==> src/rtl/rv_pkg.sv <==
// Shared RISC-V constants: datapath width, instruction field positions and major opcodes.
// The decode/control stage imports the same package so both stages agree on field slicing.
package rv_pkg;

  localparam int XLEN = 32;

  localparam int OPCODE_LSB = 0;
  localparam int OPCODE_MSB = 6;
  localparam int RD_LSB     = 7;
  localparam int RD_MSB     = 11;
  localparam int FUNCT3_LSB = 12;
  localparam int FUNCT3_MSB = 14;
  localparam int RS1_LSB    = 15;
  localparam int RS1_MSB    = 19;
  localparam int RS2_LSB    = 20;
  localparam int RS2_MSB    = 24;
  localparam int FUNCT7_LSB = 25;
  localparam int FUNCT7_MSB = 31;

  localparam logic [6:0] OP_RTYPE  = 7'b0110011;
  localparam logic [6:0] OP_ITYPE  = 7'b0010011;
  localparam logic [6:0] OP_LOAD   = 7'b0000011;
  localparam logic [6:0] OP_STORE  = 7'b0100011;
  localparam logic [6:0] OP_BRANCH = 7'b1100011;
  localparam logic [6:0] OP_JAL    = 7'b1101111;
  localparam logic [6:0] OP_JALR   = 7'b1100111;
  localparam logic [6:0] OP_LUI    = 7'b0110111;
  localparam logic [6:0] OP_AUIPC  = 7'b0010111;

endpackage

==> src/rtl/fetch_fifo.sv <==
// Synchronous FIFO holding {instr, pc} pairs between the memory response and decode.
// Flush clears everything, including an entry popped in the same cycle.
module fetch_fifo #(
  parameter int DEPTH = 4,
  parameter int WIDTH = 64
) (
  input  logic                     clk,
  input  logic                     rst_n,
  input  logic                     push,
  input  logic [WIDTH-1:0]         push_data,
  input  logic                     pop,
  input  logic                     flush,
  output logic [WIDTH-1:0]         head_data,
  output logic [$clog2(DEPTH):0]   count,
  output logic                     full,
  output logic                     empty
);

  localparam int AW = $clog2(DEPTH);

  logic [WIDTH-1:0] r_mem [DEPTH];
  logic [AW-1:0]    r_wr_ptr;
  logic [AW-1:0]    r_rd_ptr;
  logic [AW:0]      r_count;
  logic             w_do_push;
  logic             w_do_pop;

  assign empty     = (r_count == '0);
  assign full      = (r_count == (AW+1)'(DEPTH));
  assign count     = r_count;
  assign head_data = r_mem[r_rd_ptr];
  assign w_do_push = push & ~full;
  assign w_do_pop  = pop & ~empty;

  always_ff @(posedge clk) begin
    if (!rst_n) begin
      r_wr_ptr <= '0;
      r_rd_ptr <= '0;
      r_count  <= '0;
      for (int i = 0; i < DEPTH; i++) r_mem[i] <= '0;
    end else if (flush) begin
      r_wr_ptr <= '0;
      r_rd_ptr <= '0;
      r_count  <= '0;
    end else begin
      if (w_do_push) begin
        r_mem[r_wr_ptr] <= push_data;
        r_wr_ptr        <= r_wr_ptr + AW'(1);
      end
      if (w_do_pop) r_rd_ptr <= r_rd_ptr + AW'(1);
      case ({w_do_push, w_do_pop})
        2'b10:   r_count <= r_count + (AW+1)'(1);
        2'b01:   r_count <= r_count - (AW+1)'(1);
        default: r_count <= r_count;
      endcase
    end
  end

endmodule

==> src/rtl/instr_fetch.sv <==
// Instruction fetch: PC sequencing, credit-limited memory requests, response buffering and
// redirect handling with exact discard of stale in-flight responses.
module instr_fetch #(
  parameter int                  XLEN     = rv_pkg::XLEN,
  parameter logic [XLEN-1:0]     RESET_PC = '0,
  parameter int                  DEPTH    = 4
) (
  input  logic            clk,
  input  logic            rst_n,
  output logic            imem_req_valid,
  input  logic            imem_req_ready,
  output logic [XLEN-1:0] imem_req_addr,
  input  logic            imem_rsp_valid,
  input  logic [XLEN-1:0] imem_rsp_data,
  input  logic            redirect_valid,
  input  logic [XLEN-1:0] redirect_pc,
  output logic            id_valid,
  input  logic            id_ready,
  output logic [XLEN-1:0] id_instr,
  output logic [XLEN-1:0] id_pc,
  output logic [6:0]      opcode,
  output logic [4:0]      rd,
  output logic [2:0]      funct3,
  output logic [4:0]      rs1,
  output logic [4:0]      rs2,
  output logic [6:0]      funct7
);

  import rv_pkg::*;

  // Handshake rule for both channels: a transfer happens on a rising edge where valid and
  // ready are both high; the request address holds while valid is high and not yet accepted.
  localparam int             CW      = $clog2(DEPTH) + 1;
  localparam logic [CW:0]    DEPTH_W = (CW+1)'(DEPTH);

  logic [XLEN-1:0]   r_pc;
  logic [XLEN-1:0]   r_rsp_pc;
  logic [CW-1:0]     r_inflight;
  logic [CW-1:0]     r_drop_cnt;

  logic [CW-1:0]     w_fifo_count;
  logic              w_full;
  logic              w_empty;
  logic [2*XLEN-1:0] w_head;
  logic              w_credit_ok;
  logic              w_req_fire;
  logic              w_drop_pending;
  logic              w_push;
  logic              w_pop;
  logic [XLEN-1:0]   w_redirect_pc;
  logic [CW-1:0]     w_inflight_next;
  logic [CW-1:0]     w_drop_next;
  logic              w_unused;

  // Low address bits of a redirect target are don't-care; fetches are always word aligned.
  assign w_redirect_pc = {redirect_pc[XLEN-1:2], 2'b00};
  assign w_unused      = ^redirect_pc[1:0];

  assign w_credit_ok    = ({1'b0, r_inflight} + {1'b0, w_fifo_count}) < DEPTH_W;
  assign imem_req_valid = rst_n & ~redirect_valid & w_credit_ok;
  assign imem_req_addr  = r_pc;
  assign w_req_fire     = imem_req_valid & imem_req_ready;
  assign w_drop_pending = (r_drop_cnt != '0);
  assign w_push         = imem_rsp_valid & ~redirect_valid & ~w_drop_pending;
  assign w_pop          = id_valid & id_ready;

  always_comb begin
    w_inflight_next = r_inflight;
    case ({w_req_fire, imem_rsp_valid})
      2'b10:   w_inflight_next = r_inflight + CW'(1);
      2'b01:   w_inflight_next = r_inflight - CW'(1);
      default: w_inflight_next = r_inflight;
    endcase
  end

  // Every request still unanswered after a redirect returns stale data and must be dropped.
  always_comb begin
    w_drop_next = r_drop_cnt;
    if (redirect_valid)
      w_drop_next = r_inflight - CW'(imem_rsp_valid);
    else if (imem_rsp_valid && w_drop_pending)
      w_drop_next = r_drop_cnt - CW'(1);
  end

  always_ff @(posedge clk) begin
    if (!rst_n) begin
      r_pc       <= RESET_PC;
      r_rsp_pc   <= RESET_PC;
      r_inflight <= '0;
      r_drop_cnt <= '0;
    end else begin
      r_inflight <= w_inflight_next;
      r_drop_cnt <= w_drop_next;
      if (redirect_valid) begin
        r_pc     <= w_redirect_pc;
        r_rsp_pc <= w_redirect_pc;
      end else begin
        if (w_req_fire) r_pc     <= r_pc + XLEN'(4);
        if (w_push)     r_rsp_pc <= r_rsp_pc + XLEN'(4);
      end
    end
  end

  fetch_fifo #(
    .DEPTH (DEPTH),
    .WIDTH (2*XLEN)
  ) u_fifo (
    .clk       (clk),
    .rst_n     (rst_n),
    .push      (w_push),
    .push_data ({imem_rsp_data, r_rsp_pc}),
    .pop       (w_pop),
    .flush     (redirect_valid),
    .head_data (w_head),
    .count     (w_fifo_count),
    .full      (w_full),
    .empty     (w_empty)
  );

  assign id_valid = ~w_empty;
  assign id_instr = w_head[2*XLEN-1:XLEN];
  assign id_pc    = w_head[XLEN-1:0];
  assign opcode   = id_instr[OPCODE_MSB:OPCODE_LSB];
  assign rd       = id_instr[RD_MSB:RD_LSB];
  assign funct3   = id_instr[FUNCT3_MSB:FUNCT3_LSB];
  assign rs1      = id_instr[RS1_MSB:RS1_LSB];
  assign rs2      = id_instr[RS2_MSB:RS2_LSB];
  assign funct7   = id_instr[FUNCT7_MSB:FUNCT7_LSB];

  // The credit rule keeps inflight + buffered <= DEPTH, so a push can never meet a full FIFO.
  a_no_overflow: assert property (@(posedge clk) disable iff (!rst_n) w_push |-> !w_full);

endmodule

==> config.mk <==
export PLATFORM = sky130hd
export DESIGN_NAME = instr_fetch
export DESIGN_NICKNAME = d
export VERILOG_FILES = /design/src/rtl/rv_pkg.sv /design/src/rtl/fetch_fifo.sv /design/src/rtl/instr_fetch.sv
export SDC_FILE = /design/constraint.sdc
export NUM_CORES = 1
export LEC_CHECK = 0
export CORE_UTILIZATION = 35
export CTS_CLUSTER_DIAMETER = 30
export DETAILED_ROUTE_END_ITERATION = 8
export PLACE_DENSITY = 0.58
export SYNTH_ARGS = -nofsm -noshare
export SYNTH_HDL_FRONTEND = slang
export SYNTH_SLANG_ARGS = --single-unit
==> constraint.sdc <==
create_clock -name clk -period 14.65 [get_ports clk]
set_input_delay 2.93 -clock clk [delete_from_list [all_inputs] [get_ports clk]]
set_output_delay 2.93 -clock clk [all_outputs]
set_load 0.005 [all_outputs]
==> run metrics, run 1 <==
Post-synth EDFFs 248; CP Capture Type output pin; DRT Pass-1 Iters 4; initial antenna violation count 0; RD Place Congestion 0.7849; FILL cells 3595; Final Net Count 1368; hold path endpoint u_fifo.r_rd_ptr[1]; worst slew pin tran 1.062 ns; DRC errors left 0; # Post-CTS Setup Buffers 0; Initial Utilization 35.80%; flop-to-flop setup slack 11.14 ns; Clk Latency, worst-skew pair 0.58 ns; Leakage 7.014 nW; Power per Cell Area 150.9 mW/mm^2; Inserted Clock Buffers 80; final worst path period need 7.820 ns; Sw Pwr 0.0006647 W; Ys Warns 0; htree depth 3; share of cells above drive strength 1 16.36%; Async SR Flop Fraction 0%; fin crit share 53.38%; WL final 36900 um; total I/O pin count 200; Max-Cap Viols 0; Syn-to-layout area delta 33.17%; gr ovfl total 0; Antenna Nets Post-Route 0; IO Port Bufs 193; status finished, final reports clean; vias in the first global route 9630; hold_buf cts 0; cts repair resizes 0; Int Power 0.002299 W; CP Launch Type input port; Reg-to-Reg Start r_drop_cnt[0]; Final Power 0.002964 W; All-Layer GR Usage 17.38%; RSZ-0062 raised after global routing false; Antenna Diode Count 0; Worst Path Arrival 4.89 ns; Hold Path Depth 2; crit path kind input port to output pin; clk slew on worst S/H paths 0.05 ns; Hold Path Class flop to flop; Vias 9386; worst-path fanout max 45; Hold Startpoint u_fifo.r_rd_ptr[1]; Fmax 127.9 MHz; largest net degree at the start of global routing 91; Clock Sinks 323; mean post-synth cell area 13.40 um^2; CTS tree done; sequential element share of the synthesized area 60.67%; count of final hold-check violations 0; CTS root buf clkbuf_16; core outline area 0.04120 mm^2; Finish-stage setup viols 0; Top FF cell, synth edfxtp_1; r2r endpoint u_fifo.r_mem[0][53]; data required time of the critical path 11.72 ns; drt wl/cell 19.60 um; peak supply drop 0.08696 mV; Die W 207.3 um; DP HPWL 21810 um; Final Max Slew Viols 0; 1st-iter DRT viols 496; Vias per Instance 4.985; path depth of the worst reg2reg path 7; cells after synthesis 1101; Max clock buf depth 3; Gate power share 6.4%; final setup TNS 0 ns; synthesized area 0.01475 mm^2; die area 0.04297 mm^2; FF+latch count, synth 323; clk_skew 0.01700 ns; # rows 74; Sw Ratio 22.43%; first-pass GRT wire length 56820 um; register share of total power 36.0%; count of cell types in the netlist 45; clock share of power 57.5%; Die Y 207.3 um; Relative slew margins 29.22%
-- power groups by stage --
stage | logic, W | clock network (W) | registers, W
after CTS | 0.000195 | 0.00173 | 0.00107
after floorplan | 0.0000986 | 0 | 0.00108
after global routing | 0.000207 | 0.00179 | 0.00107
final | 0.000190 | 0.00170 | 0.00107
after detailed placement | 0.000193 | 0 | 0.00108
after global placement | 0.000192 | 0 | 0.00108
-- worst max path at each step --
stage	cells past startpoint	end	slack, ns	from
final	6	imem_req_valid	6.83	rst_n
after global routing	6	imem_req_valid	6.65	rst_n
after CTS	6	imem_req_valid	6.81	rst_n
after detailed placement	6	imem_req_valid	6.83	rst_n
after global placement	6	imem_req_valid	6.80	rst_n
after floorplan	4	u_fifo.r_mem[0][10]	5.85	imem_rsp_valid
-- per-layer routing --
layer	up-vias	wire length, um	track usage [%]
met1	4658	16400	22.34
met4	0	727	6.459
met5	-	0	0
met3	56	1914	3.949
met2	302	17860	28.69
li1	4370	-	-
-- sequential cells by signal, summed over array words and instances, names as in the netlist, named ones only --
| register | cells |
|---|---|
| imem_req_addr | 30 |
| r_drop_cnt | 3 |
| r_inflight | 3 |
| r_rsp_pc | 30 |
| u_fifo.count | 3 |
| u_fifo.r_mem | 248 |
| u_fifo.r_rd_ptr | 2 |
| u_fifo.r_wr_ptr | 2 |
-- metrics by stage --
| stage | area, um^2 | instances | hold WS (ns) | worst slack, ns | util (%) |
|---|---|---|---|---|---|
| after global routing | 19640 | 1883 | 0.5654 | 6.649 | 47.67 |
| after floorplan | 14760 | 1104 | 0.4847 | 5.848 | - |
| after global placement | 16970 | 1736 | 0.5040 | 6.798 | 41.20 |
| final | 19640 | 1883 | 0.5396 | 6.830 | 47.67 |
| after CTS | 19640 | 1883 | 0.5373 | 6.811 | 47.67 |
| after detailed placement | 16970 | 1736 | 0.5230 | 6.829 | 41.20 |
-- worst max-delay path, cell delays in order --
cell             delay (ns)
clkdlybuf4s50_1        0.45
buf_4                  0.43
nor4b_2                0.31
nand2_1                0.09
nor2_1                 0.14
clkdlybuf4s50_1        0.54
-- logic make-up (layout without fill, tap and decap cells) --
family	Yosys count	after routing	synth area share (%)
xor+xnor	62	62	3.682
fa+ha+maj	12	12	1.120
compound gates	113	113	4.199
buf+inv	122	369	4.208
simple gates	406	406	16.63
other cells	1	4	0.02543
mux	62	62	9.467
flops	323	323	60.67
-- final cells by class --
cell class	instances	area [um^2]	area share (%)
tap	532	665.6	3.389
sequential	323	8956	45.60
inverter	18	81.33	0.4141
timing repair buffer	204	2014	10.26
multi-input combinational	659	5256	26.76
clock buffer	94	2127	10.83
clock inverter	53	540.5	2.752
-- synthesized netlist by cell type (15+ instances only) --
| cell | number | area (um^2) |
|---|---|---|
| xor2_1 | 26 | 227.7 |
| nand3_1 | 18 | 90.09 |
| nand4_1 | 22 | 137.6 |
| xnor2_1 | 36 | 315.3 |
| inv_1 | 15 | 56.30 |
| buf_4 | 36 | 270.3 |
| o21ai_0 | 40 | 200.2 |
| and2_1 | 257 | 1608 |
| clkbuf_1 | 56 | 210.2 |
| mux4_2 | 62 | 1396 |
| dfxtp_1 | 75 | 1501 |
| nor2_1 | 20 | 75.07 |
| a21oi_1 | 55 | 275.3 |
| nand2_1 | 34 | 127.6 |
| edfxtp_1 | 248 | 7447 |
-- placed cells by master, fill, tap and decap left out, types with 3 or more instances in the layout --
master,count
o21ai_0,38
clkbuf_16,82
nor3_1,11
nor2_1,20
or3_1,7
clkbuf_1,9
clkbuf_8,3
and4_1,6
nand3_1,18
edfxtp_1,248
and2_1,257
clkinv_4,7
nand4_1,22
clkinvlp_4,9
mux4_2,62
xnor2_1,36
a31oi_1,7
inv_6,3
a21oi_1,55
ha_1,10
dfxtp_1,73
xor2_1,26
nor4_1,10
clkinv_8,4
clkdlybuf4s50_1,193
buf_4,11
and3_1,7
conb_1,4
inv_1,15
bufinv_16,7
nand2_1,33
inv_4,3
o211a_1,3
clkinv_2,13
clkinv_1,7
Note: power is estimated with default switching activity, not from simulation.
==> run 2, diff against run 1 <==
PLACE_DENSITY = 0.6   (was 0.58)
clock period = 6.76 ns   (was 14.65 ns; I/O delays follow)
==> run metrics, run 2 (synthesized netlist as in run 1, its figures left out) <==
status finished, final reports clean; Sw Ratio 21.43%; Initial Utilization 35.80%; Antenna Diode Count 0; clk_skew 0.01880 ns; Antenna Nets Post-Route 0; CTS tree done; DP HPWL 22630 um; Fmax 216.4 MHz; Power per Cell Area 337.4 mW/mm^2; share of cells above drive strength 1 16.65%; htree depth 3; data required time of the critical path 5.41 ns; Int Power 0.005262 W; Max-Cap Viols 0; DRC errors left 0; total I/O pin count 200; Final Util 48.17%; first-pass GRT wire length 59100 um; CP Launch Type input port; crit path kind input port to output pin; fin worst setup slack 2.139 ns; hold_buf cts 0; CP Capture Type output pin; RSZ-0062 raised after global routing false; Post-DP Area 0.01702 mm^2; # Post-CTS Setup Buffers 0; CTS root buf clkbuf_16; final setup TNS 0 ns; hold_ws 0.5223 ns; cts repair resizes 0; Die Y 207.3 um; count of final hold-check violations 0; Largest register FFs 248; peak supply drop 0.1646 mV; register share of total power 34.6%; die area 0.04297 mm^2; core outline area 0.04120 mm^2; Finish-stage setup viols 0; vias in the first global route 10054; Worst Path Arrival 3.27 ns; Syn-to-layout area delta 34.58%; Clock Sinks 323; Final Max Slew Viols 0; most frequent cells in the layout and2_1 (257), edfxtp_1 (248), clkdlybuf4s50_1 (193), clkbuf_16 (84), dfxtp_1 (73); DRT Pass-1 Iters 5; worst slew pin tran 1.159 ns; clock share of power 59.2%; Vias per Instance 4.979; Gate power share 6.2%; largest reg by FF count u_fifo.r_mem; initial antenna violation count 0; Sw Pwr 0.001435 W; Die W 207.3 um; worst slack, placed 1.946 ns; Design Area, Final 0.01985 mm^2; All-Layer GR Usage 18.17%; RD Place Congestion 0.8226; Vias 9406; commonest non-fill, non-tap cell in the layout and2_1; clk slew on worst S/H paths 0.04 ns; largest net degree at the start of global routing 91; worst-path fanout max 15; Inserted Clock Buffers 81; fin crit share 68.36%; gr ovfl total 0; 1st-iter DRT viols 549; Clk Latency, worst-skew pair 0.58 ns; Leakage 7.121 nW; # rows 74; drt wl/cell 20.32 um; final worst path period need 4.621 ns; Relative slew margins 22.68%; Final Net Count 1373; Hold Path Class flop to flop; IO Port Bufs 193; Max clock buf depth 3; WL final 38380 um
run 2: cell types whose count changed in the layout (fill, tap and decap cells not counted), sizes merged:
cell	previous run	this run
clkinv	31	20
clkbuf	94	104
bufinv	8	13
buf	11	15
clkinvlp	9	6
inv	23	24
run 2: final cells by class:
cell class / instances / area, um^2
sequential: 323 / 8956
inverter: 18 / 81.33
multi-input combinational: 659 / 5256
clock inverter: 45 / 585.6
tap: 532 / 665.6
fill: 3590 / 21350
clock buffer: 104 / 2247
timing repair buffer: 208 / 2057
run 2: path summary, 6_finish.rpt:
| kind | depth (start not counted) | startpoint | to | slack [ns] |
|---|---|---|---|---|
| max reg2reg | 10 | u_fifo.count[2] | r_inflight[2] | 3.43 |
| min | 2 | imem_req_addr[31] | imem_req_addr[31] | 0.52 |
| min reg2reg | 2 | imem_req_addr[31] | imem_req_addr[31] | 0.52 |
| max | 5 | rst_n | imem_req_valid | 2.14 |
run 2: metal layers:
layer	vias up	routed length, um	global-route usage, %
li1	4376	-	-
met2	307	18750	30.49
met3	73	2161	3.964
met5	-	0	0
met4	0	958	7.128
met1	4650	16510	22.88
run 2: critical path, stage by stage:
cell             delay (ns)
clkdlybuf4s50_1        0.82
nor4b_2                0.32
nand2_1                0.08
nor2_1                 0.16
clkdlybuf4s50_1        0.53
run 2: metrics by stage:
stage / cells / power (W)
after floorplan: 1104 / 0.002543
after global placement: 1740 / 0.002764
after detailed placement: 1740 / 0.002773
after CTS: 1889 / 0.006773
after global routing: 1889 / 0.006912
final: 1889 / 0.006698
run 2: power by group through the flow:
stage | logic, W | registers, W | clock network (W)
floorplan | 0.000214 | 0.00233 | 0
global route | 0.000453 | 0.00233 | 0.00413
detailed placement | 0.000423 | 0.00235 | 0
CTS | 0.000426 | 0.00232 | 0.00403
global placement | 0.000419 | 0.00234 | 0
finish | 0.000418 | 0.00232 | 0.00396
==> run 3, diff against run 2 <==
PLACE_DENSITY = 0.58   (was 0.6)
clock period = 4.6 ns   (was 6.76 ns; I/O delays follow)
==> run metrics, run 3 (synthesized netlist as in run 1, its figures left out) <==
status finished, final reports clean; # Post-CTS Setup Buffers 0; Vias per Instance 4.966; Power per Cell Area 482.3 mW/mm^2; Vias 9426; CTS root buf clkbuf_16; most frequent cells in the layout and2_1 (257), edfxtp_1 (248), clkdlybuf4s50_1 (193), clkbuf_16 (83), dfxtp_1 (73); DRC errors left 0; r2r endpoint u_fifo.r_mem[2][29]; Final Util 48.21%; drt wl/cell 20.19 um; total I/O pin count 200; first-pass GRT wire length 58960 um; Worst Path Arrival 2.74 ns; Largest register FFs 248; Final Net Count 1382; fin crit share 79.59%; Inserted Clock Buffers 82; Clock Sinks 323; peak supply drop 0.2783 mV; Relative slew margins 29.86%; Antenna Nets Post-Route 0; worst-path fanout max 12; CP Capture Type output pin; Die W 207.3 um; Hold Path Class flop to flop; vias in the first global route 9922; Fmax 273.1 MHz; All-Layer GR Usage 18.13%; RSZ-0062 raised after global routing false; count of final hold-check violations 0; DP HPWL 23110 um; gr ovfl total 0; path depth of the worst reg2reg path 7; cts repair resizes 0; 1st-iter DRT viols 546; Setup crit start redirect_valid; share of cells above drive strength 1 16.40%; die area 0.04297 mm^2; CTS tree done; commonest non-fill, non-tap cell in the layout and2_1; core outline area 0.04120 mm^2; Finish-stage setup viols 0; final setup TNS 0 ns; Die Y 207.3 um; Syn-to-layout area delta 34.67%; CP endpoint imem_req_valid; largest reg by FF count u_fifo.r_mem; data required time of the critical path 3.68 ns; DRT Pass-1 Iters 4; hold_buf cts 0; final worst path period need 3.661 ns; RD Place Congestion 0.7906; IO Port Bufs 193; flop-to-flop setup slack 1.82 ns; clk slew on worst S/H paths 0.04 ns; Max-Cap Viols 0; Final Max Slew Viols 0; Leakage 7.148 nW; # rows 74; Reg-to-Reg Start r_drop_cnt[0]; crit path kind input port to output pin; worst slew pin tran 1.052 ns; FILL cells 3611; initial antenna violation count 0; WL final 38320 um; Antenna Diode Count 0; Clk Latency, worst-skew pair 0.58 ns; Initial Utilization 35.80%; htree depth 3; largest net degree at the start of global routing 79; Max clock buf depth 3; clk_skew 0.02357 ns; CP Launch Type input port
## run 3: changes by cell type in the layout (fill, tap and decap cells not counted), moves of 2 or more
cell	delta
buf_12	+6
buf_4	+2
bufinv_16	-3
clkinv_1	+11
clkinv_2	+5
clkinv_4	-5
clkinv_8	+2
clkinvlp_4	-5
inv_6	-2
## run 3: where the power goes
part / internal (W) / total, W / leakage, nW / switching (W)
Combinational: 0.000335 / 0.000623 / 2.62 / 0.000288
Clock: 0.00388 / 0.00555 / 1.33 / 0.00167
Sequential: 0.00330 / 0.00340 / 3.19 / 0.000102
## run 3: critical path: stages
cell and delay (ns):
clkdlybuf4s50_1 0.70, nor4b_2 0.42, nand2_1 0.08, nor2_1 0.11
clkdlybuf4s50_1 0.51
## run 3: layout make-up
| type | instances | area, um^2 | area share (%) |
|---|---|---|---|
| Sequential cell | 323 | 8956 | 45.09 |
| Clock buffer | 103 | 2222 | 11.19 |
| Inverter | 18 | 81.33 | 0.4094 |
| Tap cell | 532 | 665.6 | 3.351 |
| Timing Repair Buffer | 216 | 2192 | 11.04 |
| Clock inverter | 47 | 489.2 | 2.463 |
| Multi-Input combinational cell | 659 | 5256 | 26.46 |
## run 3: routing by layer
layer	vias to the layer above	GRT usage, %	wire, um
li1	4394	-	-
met1	4706	23.33	16960
met2	271	30.38	18820
met3	55	4.221	1831
met4	0	5.507	707
met5	-	0	0
## run 3: how the worst min path moves through the flow
stage                                  start           endpoint  slack (ns)  cells after the start
after CTS                  imem_req_addr[31]  imem_req_addr[31]        0.53                      2
after detailed placement   imem_req_addr[31]  imem_req_addr[31]        0.51                      2
final                      imem_req_addr[31]  imem_req_addr[31]        0.53                      2
after global routing      u_fifo.r_rd_ptr[1]               flop        0.56                      2
after floorplan           u_fifo.r_rd_ptr[1]               flop        0.48                      2
after global placement    u_fifo.r_rd_ptr[1]               flop        0.50                      2
## run 3: stage by stage
step / power, W / instance area (um^2) / hold WS (ns) / worst slack, ns / std cells
after floorplan: 0.003734 / 14780 / 0.4847 / 0.8184 / 1104
after global placement: 0.004072 / 17150 / 0.5013 / 0.8355 / 1748
after detailed placement: 0.004084 / 17150 / 0.5135 / 0.7928 / 1748
after CTS: 0.009683 / 19860 / 0.5274 / 0.8664 / 1898
after global routing: 0.009906 / 19860 / 0.5619 / 0.8161 / 1898
final: 0.009580 / 19860 / 0.5317 / 0.9390 / 1898
